==> src/rtl/encryption_controller_if.sv <==
// Handshake and datapath-control bundle between the AES-128 encryption
// sequencer (slave side) and the datapath / key schedule (master side).
interface encryption_controller_if;
    logic         encrypt_enable;
    logic         key_ready;
    logic [127:0] data_in;
    logic [127:0] round_data;
    logic         sub_bytes_enable;
    logic         shift_rows_enable;
    logic         mix_cols_enable;
    logic         key_addition_enable;
    logic         load_state;
    logic [127:0] plaintext_out;
    logic [3:0]   round_key_sel;
    logic         key_expand_start;
    logic         busy;
    logic         done;
    logic         error;
    logic [127:0] encrypted_output;

    modport slave (
        input  encrypt_enable, key_ready, data_in, round_data,
        output sub_bytes_enable, shift_rows_enable, mix_cols_enable,
               key_addition_enable, load_state, plaintext_out, round_key_sel,
               key_expand_start, busy, done, error, encrypted_output
    );

    modport master (
        output encrypt_enable, key_ready, data_in, round_data,
        input  sub_bytes_enable, shift_rows_enable, mix_cols_enable,
               key_addition_enable, load_state, plaintext_out, round_key_sel,
               key_expand_start, busy, done, error, encrypted_output
    );
endinterface

==> src/rtl/encryption_controller.sv <==
// AES-128 encryption sequencer: key handshake, initial key addition, nine full
// rounds, final round without MixColumns, then ciphertext capture and done pulse.
module encryption_controller #(
    parameter int unsigned KEY_TIMEOUT = 15
) (
    input  logic                   clk,
    input  logic                   n_rst,
    encryption_controller_if.slave ctrl
);
    localparam logic [3:0] S_IDLE     = 4'd0;
    localparam logic [3:0] S_KEY_WAIT = 4'd1;
    localparam logic [3:0] S_LOAD     = 4'd2;
    localparam logic [3:0] S_INIT     = 4'd3;
    localparam logic [3:0] S_ROUND    = 4'd4;
    localparam logic [3:0] S_FINAL    = 4'd5;
    localparam logic [3:0] S_CAPTURE  = 4'd6;
    localparam logic [3:0] S_DONE     = 4'd7;
    localparam logic [3:0] S_ERROR    = 4'd8;

    localparam logic [3:0] LP_TIMEOUT    = 4'(KEY_TIMEOUT);
    localparam logic [3:0] LP_LAST_ROUND = 4'd9;
    localparam logic [3:0] LP_FINAL_KEY  = 4'd10;

    logic [3:0]   r_state, r_round, r_timeout;
    logic [3:0]   w_next_state, w_next_round, w_next_timeout;
    logic [127:0] r_plaintext, r_ciphertext;
    logic         r_sub, r_shift, r_mix, r_add, r_load, r_kes, r_busy, r_done, r_error;
    logic [3:0]   r_key_sel;
    logic         w_sub, w_shift, w_mix, w_add, w_load, w_kes, w_busy, w_done, w_error;
    logic [3:0]   w_key_sel;

    // Next-state, round counter and key-timeout counter.
    always_comb begin
        w_next_state   = r_state;
        w_next_round   = r_round;
        w_next_timeout = r_timeout;
        case (r_state)
            S_IDLE: begin
                if (ctrl.encrypt_enable) begin
                    w_next_state   = S_KEY_WAIT;
                    w_next_round   = 4'd0;
                    w_next_timeout = 4'd0;
                end else begin
                    w_next_state = S_IDLE;
                end
            end
            S_KEY_WAIT: begin
                if (ctrl.key_ready) begin
                    w_next_state = S_LOAD;
                end else begin
                    w_next_timeout = r_timeout + 4'd1;
                    if (w_next_timeout >= LP_TIMEOUT) begin
                        w_next_state = S_ERROR;
                    end else begin
                        w_next_state = S_KEY_WAIT;
                    end
                end
            end
            S_LOAD:  w_next_state = S_INIT;
            S_INIT: begin
                w_next_state = S_ROUND;
                w_next_round = 4'd1;
            end
            S_ROUND: begin
                // Clamp at the final key index so the counter can never run past 10.
                if (r_round >= LP_LAST_ROUND) begin
                    w_next_state = S_FINAL;
                    w_next_round = LP_FINAL_KEY;
                end else begin
                    w_next_state = S_ROUND;
                    w_next_round = r_round + 4'd1;
                end
            end
            S_FINAL:   w_next_state = S_CAPTURE;
            S_CAPTURE: w_next_state = S_DONE;
            S_DONE:    w_next_state = S_IDLE;
            S_ERROR:   w_next_state = S_IDLE;
            default: begin
                w_next_state   = S_IDLE;
                w_next_round   = 4'd0;
                w_next_timeout = 4'd0;
            end
        endcase
    end

    // Output decode of the upcoming state, so registered outputs line up with it.
    always_comb begin
        w_sub     = 1'b0;
        w_shift   = 1'b0;
        w_mix     = 1'b0;
        w_add     = 1'b0;
        w_load    = 1'b0;
        w_kes     = 1'b0;
        w_busy    = 1'b0;
        w_done    = 1'b0;
        w_error   = 1'b0;
        w_key_sel = 4'd0;
        case (w_next_state)
            S_IDLE: w_busy = 1'b0;
            S_KEY_WAIT: begin
                w_busy = 1'b1;
                w_kes  = (r_state == S_IDLE);
            end
            S_LOAD: begin
                w_busy = 1'b1;
                w_load = 1'b1;
            end
            S_INIT: begin
                w_busy = 1'b1;
                w_add  = 1'b1;
            end
            S_ROUND: begin
                w_busy    = 1'b1;
                w_sub     = 1'b1;
                w_shift   = 1'b1;
                w_mix     = 1'b1;
                w_add     = 1'b1;
                w_key_sel = w_next_round;
            end
            S_FINAL: begin
                w_busy    = 1'b1;
                w_sub     = 1'b1;
                w_shift   = 1'b1;
                w_add     = 1'b1;
                w_key_sel = LP_FINAL_KEY;
            end
            S_CAPTURE: w_busy = 1'b1;
            S_DONE: begin
                w_busy = 1'b1;
                w_done = 1'b1;
            end
            S_ERROR: begin
                w_busy  = 1'b1;
                w_error = 1'b1;
            end
            default: w_busy = 1'b0;
        endcase
    end

    // State, counters, plaintext/ciphertext holding registers and outputs.
    always_ff @(posedge clk or negedge n_rst) begin
        if (!n_rst) begin
            r_state      <= S_IDLE;
            r_round      <= 4'd0;
            r_timeout    <= 4'd0;
            r_plaintext  <= 128'd0;
            r_ciphertext <= 128'd0;
            r_sub        <= 1'b0;
            r_shift      <= 1'b0;
            r_mix        <= 1'b0;
            r_add        <= 1'b0;
            r_load       <= 1'b0;
            r_kes        <= 1'b0;
            r_busy       <= 1'b0;
            r_done       <= 1'b0;
            r_error      <= 1'b0;
            r_key_sel    <= 4'd0;
        end else begin
            r_state   <= w_next_state;
            r_round   <= w_next_round;
            r_timeout <= w_next_timeout;
            if ((r_state == S_IDLE) && ctrl.encrypt_enable) begin
                r_plaintext <= ctrl.data_in;
            end else begin
                r_plaintext <= r_plaintext;
            end
            if (r_state == S_CAPTURE) begin
                r_ciphertext <= ctrl.round_data;
            end else begin
                r_ciphertext <= r_ciphertext;
            end
            r_sub     <= w_sub;
            r_shift   <= w_shift;
            r_mix     <= w_mix;
            r_add     <= w_add;
            r_load    <= w_load;
            r_kes     <= w_kes;
            r_busy    <= w_busy;
            r_done    <= w_done;
            r_error   <= w_error;
            r_key_sel <= w_key_sel;
        end
    end

    assign ctrl.sub_bytes_enable    = r_sub;
    assign ctrl.shift_rows_enable   = r_shift;
    assign ctrl.mix_cols_enable     = r_mix;
    assign ctrl.key_addition_enable = r_add;
    assign ctrl.load_state          = r_load;
    assign ctrl.plaintext_out       = r_plaintext;
    assign ctrl.round_key_sel       = r_key_sel;
    assign ctrl.key_expand_start    = r_kes;
    assign ctrl.busy                = r_busy;
    assign ctrl.done                = r_done;
    assign ctrl.error               = r_error;
    assign ctrl.encrypted_output    = r_ciphertext;
endmodule

==> src/flat_wrapper.sv <==
// flat-port wrapper written by rule: the top's interface ports become plain ports
module encryption_controller_flat 
#(
    parameter int unsigned KEY_TIMEOUT = 15
)
  (clk, n_rst, ctrl_encrypt_enable, ctrl_key_ready, ctrl_data_in, ctrl_round_data, ctrl_sub_bytes_enable, ctrl_shift_rows_enable, ctrl_mix_cols_enable, ctrl_key_addition_enable, ctrl_load_state, ctrl_plaintext_out, ctrl_round_key_sel, ctrl_key_expand_start, ctrl_busy, ctrl_done, ctrl_error, ctrl_encrypted_output);
  encryption_controller_if ctrl_i ();
  input  logic clk;
  input  logic n_rst;
  input wire logic [$bits(ctrl_i.encrypt_enable)-1:0] ctrl_encrypt_enable;
  input wire logic [$bits(ctrl_i.key_ready)-1:0] ctrl_key_ready;
  input wire logic [$bits(ctrl_i.data_in)-1:0] ctrl_data_in;
  input wire logic [$bits(ctrl_i.round_data)-1:0] ctrl_round_data;
  output wire logic [$bits(ctrl_i.sub_bytes_enable)-1:0] ctrl_sub_bytes_enable;
  output wire logic [$bits(ctrl_i.shift_rows_enable)-1:0] ctrl_shift_rows_enable;
  output wire logic [$bits(ctrl_i.mix_cols_enable)-1:0] ctrl_mix_cols_enable;
  output wire logic [$bits(ctrl_i.key_addition_enable)-1:0] ctrl_key_addition_enable;
  output wire logic [$bits(ctrl_i.load_state)-1:0] ctrl_load_state;
  output wire logic [$bits(ctrl_i.plaintext_out)-1:0] ctrl_plaintext_out;
  output wire logic [$bits(ctrl_i.round_key_sel)-1:0] ctrl_round_key_sel;
  output wire logic [$bits(ctrl_i.key_expand_start)-1:0] ctrl_key_expand_start;
  output wire logic [$bits(ctrl_i.busy)-1:0] ctrl_busy;
  output wire logic [$bits(ctrl_i.done)-1:0] ctrl_done;
  output wire logic [$bits(ctrl_i.error)-1:0] ctrl_error;
  output wire logic [$bits(ctrl_i.encrypted_output)-1:0] ctrl_encrypted_output;
  assign ctrl_i.encrypt_enable = ctrl_encrypt_enable;
  assign ctrl_i.key_ready = ctrl_key_ready;
  assign ctrl_i.data_in = ctrl_data_in;
  assign ctrl_i.round_data = ctrl_round_data;
  assign ctrl_sub_bytes_enable = ctrl_i.sub_bytes_enable;
  assign ctrl_shift_rows_enable = ctrl_i.shift_rows_enable;
  assign ctrl_mix_cols_enable = ctrl_i.mix_cols_enable;
  assign ctrl_key_addition_enable = ctrl_i.key_addition_enable;
  assign ctrl_load_state = ctrl_i.load_state;
  assign ctrl_plaintext_out = ctrl_i.plaintext_out;
  assign ctrl_round_key_sel = ctrl_i.round_key_sel;
  assign ctrl_key_expand_start = ctrl_i.key_expand_start;
  assign ctrl_busy = ctrl_i.busy;
  assign ctrl_done = ctrl_i.done;
  assign ctrl_error = ctrl_i.error;
  assign ctrl_encrypted_output = ctrl_i.encrypted_output;
  encryption_controller #(.KEY_TIMEOUT(KEY_TIMEOUT)) u_core (.clk(clk), .n_rst(n_rst), .ctrl(ctrl_i));
endmodule
==> config.mk <==
export PLATFORM = sky130hd
export DESIGN_NAME = encryption_controller_flat
export DESIGN_NICKNAME = d
export VERILOG_FILES = /design/src/rtl/encryption_controller_if.sv /design/src/rtl/encryption_controller.sv /design/src/flat_wrapper.sv
export SDC_FILE = /design/constraint.sdc
export NUM_CORES = 1
export LEC_CHECK = 0
export CORE_AREA = 2 2 207 209
export DETAILED_ROUTE_END_ITERATION = 10
export DIE_AREA = 0 0 209 211
export SLEW_MARGIN = 20
export SYNTH_ARGS = -nofsm -noshare
export SYNTH_HDL_FRONTEND = slang
export SYNTH_SLANG_ARGS = --single-unit
==> constraint.sdc <==
create_clock -name clk -period 5.6 [get_ports clk]
set_clock_uncertainty 0.1 [all_clocks]
set_input_delay 1.12 -clock clk [delete_from_list [all_inputs] [get_ports clk]]
set_output_delay 1.12 -clock clk [all_outputs]
set_load 0.01 [all_outputs]
Word level (Yosys, flattened, before mapping)
Cells that the tools add are included.
{"block": "totals", "mem_bits_rw": 0, "register_bits": 280, "word_cells": 65, "output_inout_bits": 269, "latchBits": 0, "mem_count": 0, "mem_bits_ro": 0}
{"block": "op_classes", "n_mul": 0, "addsub": 2, "order_cmp": 2, "n_reduce_logical": 8, "n_div": 0, "shifts": 0, "mux": 20, "n_bitwise": 1, "eq_ne": 18}
{"operator": "$eq 4x3->1 const B", "n": 8}
{"operator": "$pmux 4 s7", "n": 1}
{"operator": "$mux 4", "n": 6}
{"operator": "$eq 4x2->1 const B", "n": 4}
{"operator": "$pmux 4 s4", "n": 1}
{"operator": "$pmux 4 s3", "n": 1}
{"operator": "$mux 1", "n": 10}
{"operator": "$add 4x1->4 const B", "n": 2}
{"operator": "$eq 4x1->1 const B", "n": 2}
{"operator": "$eq 4x4->1 const B", "n": 2}
{"operator": "$ge 4x4->1 const B", "n": 2}
{"operator": "$pmux 4 s2", "n": 1}
{"operator": "$reduce_or 8->1", "n": 1}
{"operator": "$reduce_or 7->1", "n": 1}
{"operator": "$reduce_or 6->1", "n": 1}
{"operator": "$logic_not 4->1", "n": 1}
{"operator": "$ne 2x2->1 const B", "n": 2}
{"operator": "$reduce_and 3->1", "n": 1}
{"operator": "$reduce_or 3->1", "n": 1}
{"operator": "$reduce_or 2->1", "n": 1}
{"operator": "$logic_and 1x1->1", "n": 1}
{"operator": "$not 1->1", "n": 1}

Depth between registers and ports, before layout
{"block": "logic_depth", "ltp_word": 8, "depth_mapped": 6, "depth_no_buf": 6}

Worst setup path before layout
OpenSTA, ideal clock, no wires.
{"block": "synth_timing", "path_kind": "input port to flip-flop", "start": "input ctrl_encrypt_enable", "end": "register u_core.r_plaintext[118], in the netlist u_core.ctrl.plaintext_out[118]", "path_buffers": 2, "cell_stages": 4, "path_slack_ns": 3.389, "arrival_time_ns": 1.986, "path_cell_list": "and3_1 -> buf_2 -> buf_4 -> mux2_2"}
{"block": "synth_between", "elab_chain_len": 1}
{"item": "from (decl)", "line_no": "flat_wrapper.sv:10", "rtl": "input wire logic [$bits(ctrl_i.encrypt_enable)-1:0] ctrl_encrypt_enable;"}
{"item": "$logic_and 1x1->1", "line_no": "encryption_controller.sv:162", "rtl": "if ((r_state == S_IDLE) && ctrl.encrypt_enable) begin"}
{"item": "to (signal assigned)", "line_no": "encryption_controller.sv:163", "rtl": "r_plaintext <= ctrl.data_in;"}
{"item": "to (signal assigned)", "line_no": "encryption_controller.sv:165", "rtl": "r_plaintext <= r_plaintext;"}
{"item": "to (decl)", "line_no": "encryption_controller.sv:26", "rtl": "logic [127:0] r_plaintext, r_ciphertext;"}
Every way passes these cells.
A chain may end at the register's enable or synchronous reset.

Worst setup path after layout
{"block": "layout_timing", "start": "input ctrl_encrypt_enable", "end": "register u_core.r_plaintext[115], in the netlist u_core.ctrl.plaintext_out[115]"}
Same word-level chain as after synthesis.

==> flow_metrics.env <==
export IMPL_yosys_area_top_type="dfrtp_1"
export IMPL_area_delta_synth_final_pct=65.3
export IMPL_die_h_um=211
export IMPL_cp_max_fo=48
export IMPL_cts_sinks=280
export IMPL_clockRootBuffer="clkbuf_16"
export IMPL_ir_drop_mv=0.328
export IMPL_wl_per_cell_um=17.7
export IMPL_fill_cells=3861
export IMPL_clockBufferDepth=3
export IMPL_die_w_um=209
export IMPL_path_class="in -> reg"
export IMPL_layout_common_cells="clkdlybuf4s50_1 (527), dfrtp_1 (280), mux2_2 (256)"
export IMPL_finalMaxSlewViolations=0
export IMPL_gp_congestion=0.796
export IMPL_drc_errors=0
export IMPL_initialDrtViolationCount=258
export IMPL_yosysUniqueCellTypes=36
export IMPL_via_per_inst=4.20
export IMPL_final_nets=1448
export IMPL_final_common_cell="clkdlybuf4s50_1"
export IMPL_async_flop_share=1.00
export IMPL_yosys_register_bits=280
export IMPL_drive_above_1_share=0.264
export IMPL_fin_crit_ns=2.85
export IMPL_diodes=0
export IMPL_postSynthAreaPerCell_um2=16.5
export IMPL_critical_path_required_ns=5.90
export IMPL_cts_resized=0
export IMPL_post_cts_setup_buffer_count=0
export IMPL_crit_arrival_ns=3.15
export IMPL_synthesis_area_mm2=0.0107
export IMPL_setup_violations=0
export IMPL_first_pass_iters=4
export IMPL_slowest_stage="and3_4"
export IMPL_die_area_mm2=0.0441
export IMPL_syn_nets=911
export IMPL_powerDensity_mw_per_mm2=583
export IMPL_seq_area_frac_synth=0.658
export IMPL_cpPeakStageDelay_ns=0.64
export IMPL_io_buffers=528
export IMPL_antenna_left=0
export IMPL_netlist_top_cells_area="dfrtp_1 (66%), mux2_2 (27%), buf_6 (1.2%)"
export IMPL_wl_um=30900
export IMPL_rows=75
export IMPL_cts_inserted_buffers=34
export IMPL_clkLatencyLatePin_ns=0.51
export IMPL_status="completed"
export IMPL_io_pins=529
export IMPL_fin_crit_sh=0.510
export IMPL_synth_top_area_frac=0.658
export IMPL_yosysWarnings=0
export IMPL_hold_viol=0
export IMPL_relSlewSlack=0.392
export IMPL_max_clock_freq_mhz=350
export IMPL_start_kind="input port"
export IMPL_antenna_found_initial=0
export IMPL_synth_edf_count=0
export IMPL_rsz0062_at_grt="no"
export IMPL_finalSetupTns_ns=0
export IMPL_ys_flop_type="dfrtp_1"
export IMPL_start_util=0.255
export IMPL_holdBufCountCts=0
export IMPL_min_path_type="in -> async"
export IMPL_synth_compound_area_frac=0.0188
export IMPL_leakagePower_nw=7.21
export IMPL_maxCapViolations=0
export IMPL_synth_top_family_by_area="multiplexers"
export IMPL_dp_hpwl_um=22900
export IMPL_synth_simple_area_share=0.0189
export IMPL_clk_pin_slew_ns=0.06
export IMPL_core_area_mm2=0.0418
export IMPL_synth_fa_ha_area_frac=0.00587
export IMPL_num_vias=7339
export IMPL_gr_total_overflow=0
export IMPL_worst_pin_slew_ns=0.912
export IMPL_path_cells="clkdlybuf4s50_1 -> and3_4 -> buf_4 -> mux2_2"
export IMPL_htreeDepth=2
export IMPL_finalPower_mw=10.3
export IMPL_grt_pass1_wl_um=46800
export IMPL_grt_max_degree=144
export IMPL_grt_pass1_vias=7852
export IMPL_synth_xor_area_frac=0.000822
export IMPL_syn_inst=646
export IMPL_grt_usage=0.136
export IMPL_muxShareOfSynthArea=0.271
export IMPL_end_kind="register"
export IMPL_cts_tree="yes"
[report_power, final]
group	switching [mW]	internal (mW)
logic	1.67	2.80
clock network	0.832	1.40
registers	0.526	3.04
total	3.03	7.24
[cell usage after synthesis, types with 3 or more instances]
library cell,n
buf_4,15
buf_6,11
nand3_1,4
nand2_1,9
dfrtp_1,280
ha_1,5
inv_1,6
o21ai_0,6
and3_1,3
mux2_2,256
nor2_1,5
buf_2,6
nor3_1,3
a21oi_1,5
a21o_1,5
[critical path, delay by kind of cell]
family,cells,cell delay (ns)
buffers and inverters,2,0.95
muxes,1,0.38
and+or+nand+nor,1,0.64
[metrics by stage]
stage	setup slack (ns)	area (um^2)	std cells	utilization	hold slack, ns
after floorplan	3.39	10700	646	-	0.373
after global placement	2.25	16500	1686	0.394	0.388
after detailed placement	2.22	16500	1686	0.394	0.394
after CTS	2.79	17600	1747	0.422	0.228
after global routing	2.69	17600	1747	0.422	0.228
final	2.75	17600	1747	0.422	0.274
[final timing paths]
| kind | depth (start not counted) | from | slack [ns] | to |
|---|---|---|---|---|
| hold reg to reg | 1 | u_core.ctrl.encrypted_output[77]$_DFFE_PN0N_ | 0.40 | u_core.ctrl.encrypted_output[77]$_DFFE_PN0N_ |
| setup / recovery | 4 | ctrl_encrypt_enable | 2.75 | u_core.ctrl.plaintext_out[115]$_DFFE_PN0P_ |
| hold / removal | 1 | n_rst | 0.27 | u_core.ctrl.encrypted_output[64]$_DFFE_PN0N_ |
| setup reg to reg | 4 | u_core.r_state[3]$_DFF_PN0_ | 3.00 | u_core.ctrl.plaintext_out[115]$_DFFE_PN0P_ |
| max in group asynchronous | 2 | n_rst | 4.11 | u_core.ctrl.encrypted_output[79]$_DFFE_PN0N_ |
| min in group clk | 1 | u_core.ctrl.encrypted_output[77]$_DFFE_PN0N_ | 0.40 | u_core.ctrl.encrypted_output[77]$_DFFE_PN0N_ |
[flip-flops by register name (all words and copies together) (netlist names), 4 cells and up]
signal	cells
u_core.r_timeout	4
u_core.ctrl.round_key_sel	4
u_core.ctrl.plaintext_out	128
u_core.ctrl.encrypted_output	128
u_core.r_state	4
u_core.r_round	4
[layer usage]
layer  vias up  GRT usage  share of wire
li1       3363          -              -
met1      3609      0.159           0.40
met2       327      0.230           0.49
met3        40     0.0552          0.088
met4         0     0.0446          0.023
met5         -          0              0
[final cells by class]
type	instances	area (um^2)	share of cell area
Sequential cell	280	7010	0.398
Timing Repair Buffer	534	5390	0.306
Multi-Input combinational cell	327	3370	0.191
Clock buffer	55	1070	0.0610
Tap cell	539	674	0.0383
Clock inverter	6	80.1	0.00455
Inverter	6	22.5	0.00128
[logic make-up (layout without fill, tap and decap cells)]
logic type | Yosys count | after routing
AOI/OAI and AO/OA | 29 | 29
buffers and inverters | 39 | 601
muxes | 256 | 256
adders and majority gates | 5 | 5
DFF | 280 | 280
xor gates and xnor gates | 1 | 1
and+or+nand+nor | 36 | 36
Note: power is estimated with default switching activity, not from simulation.
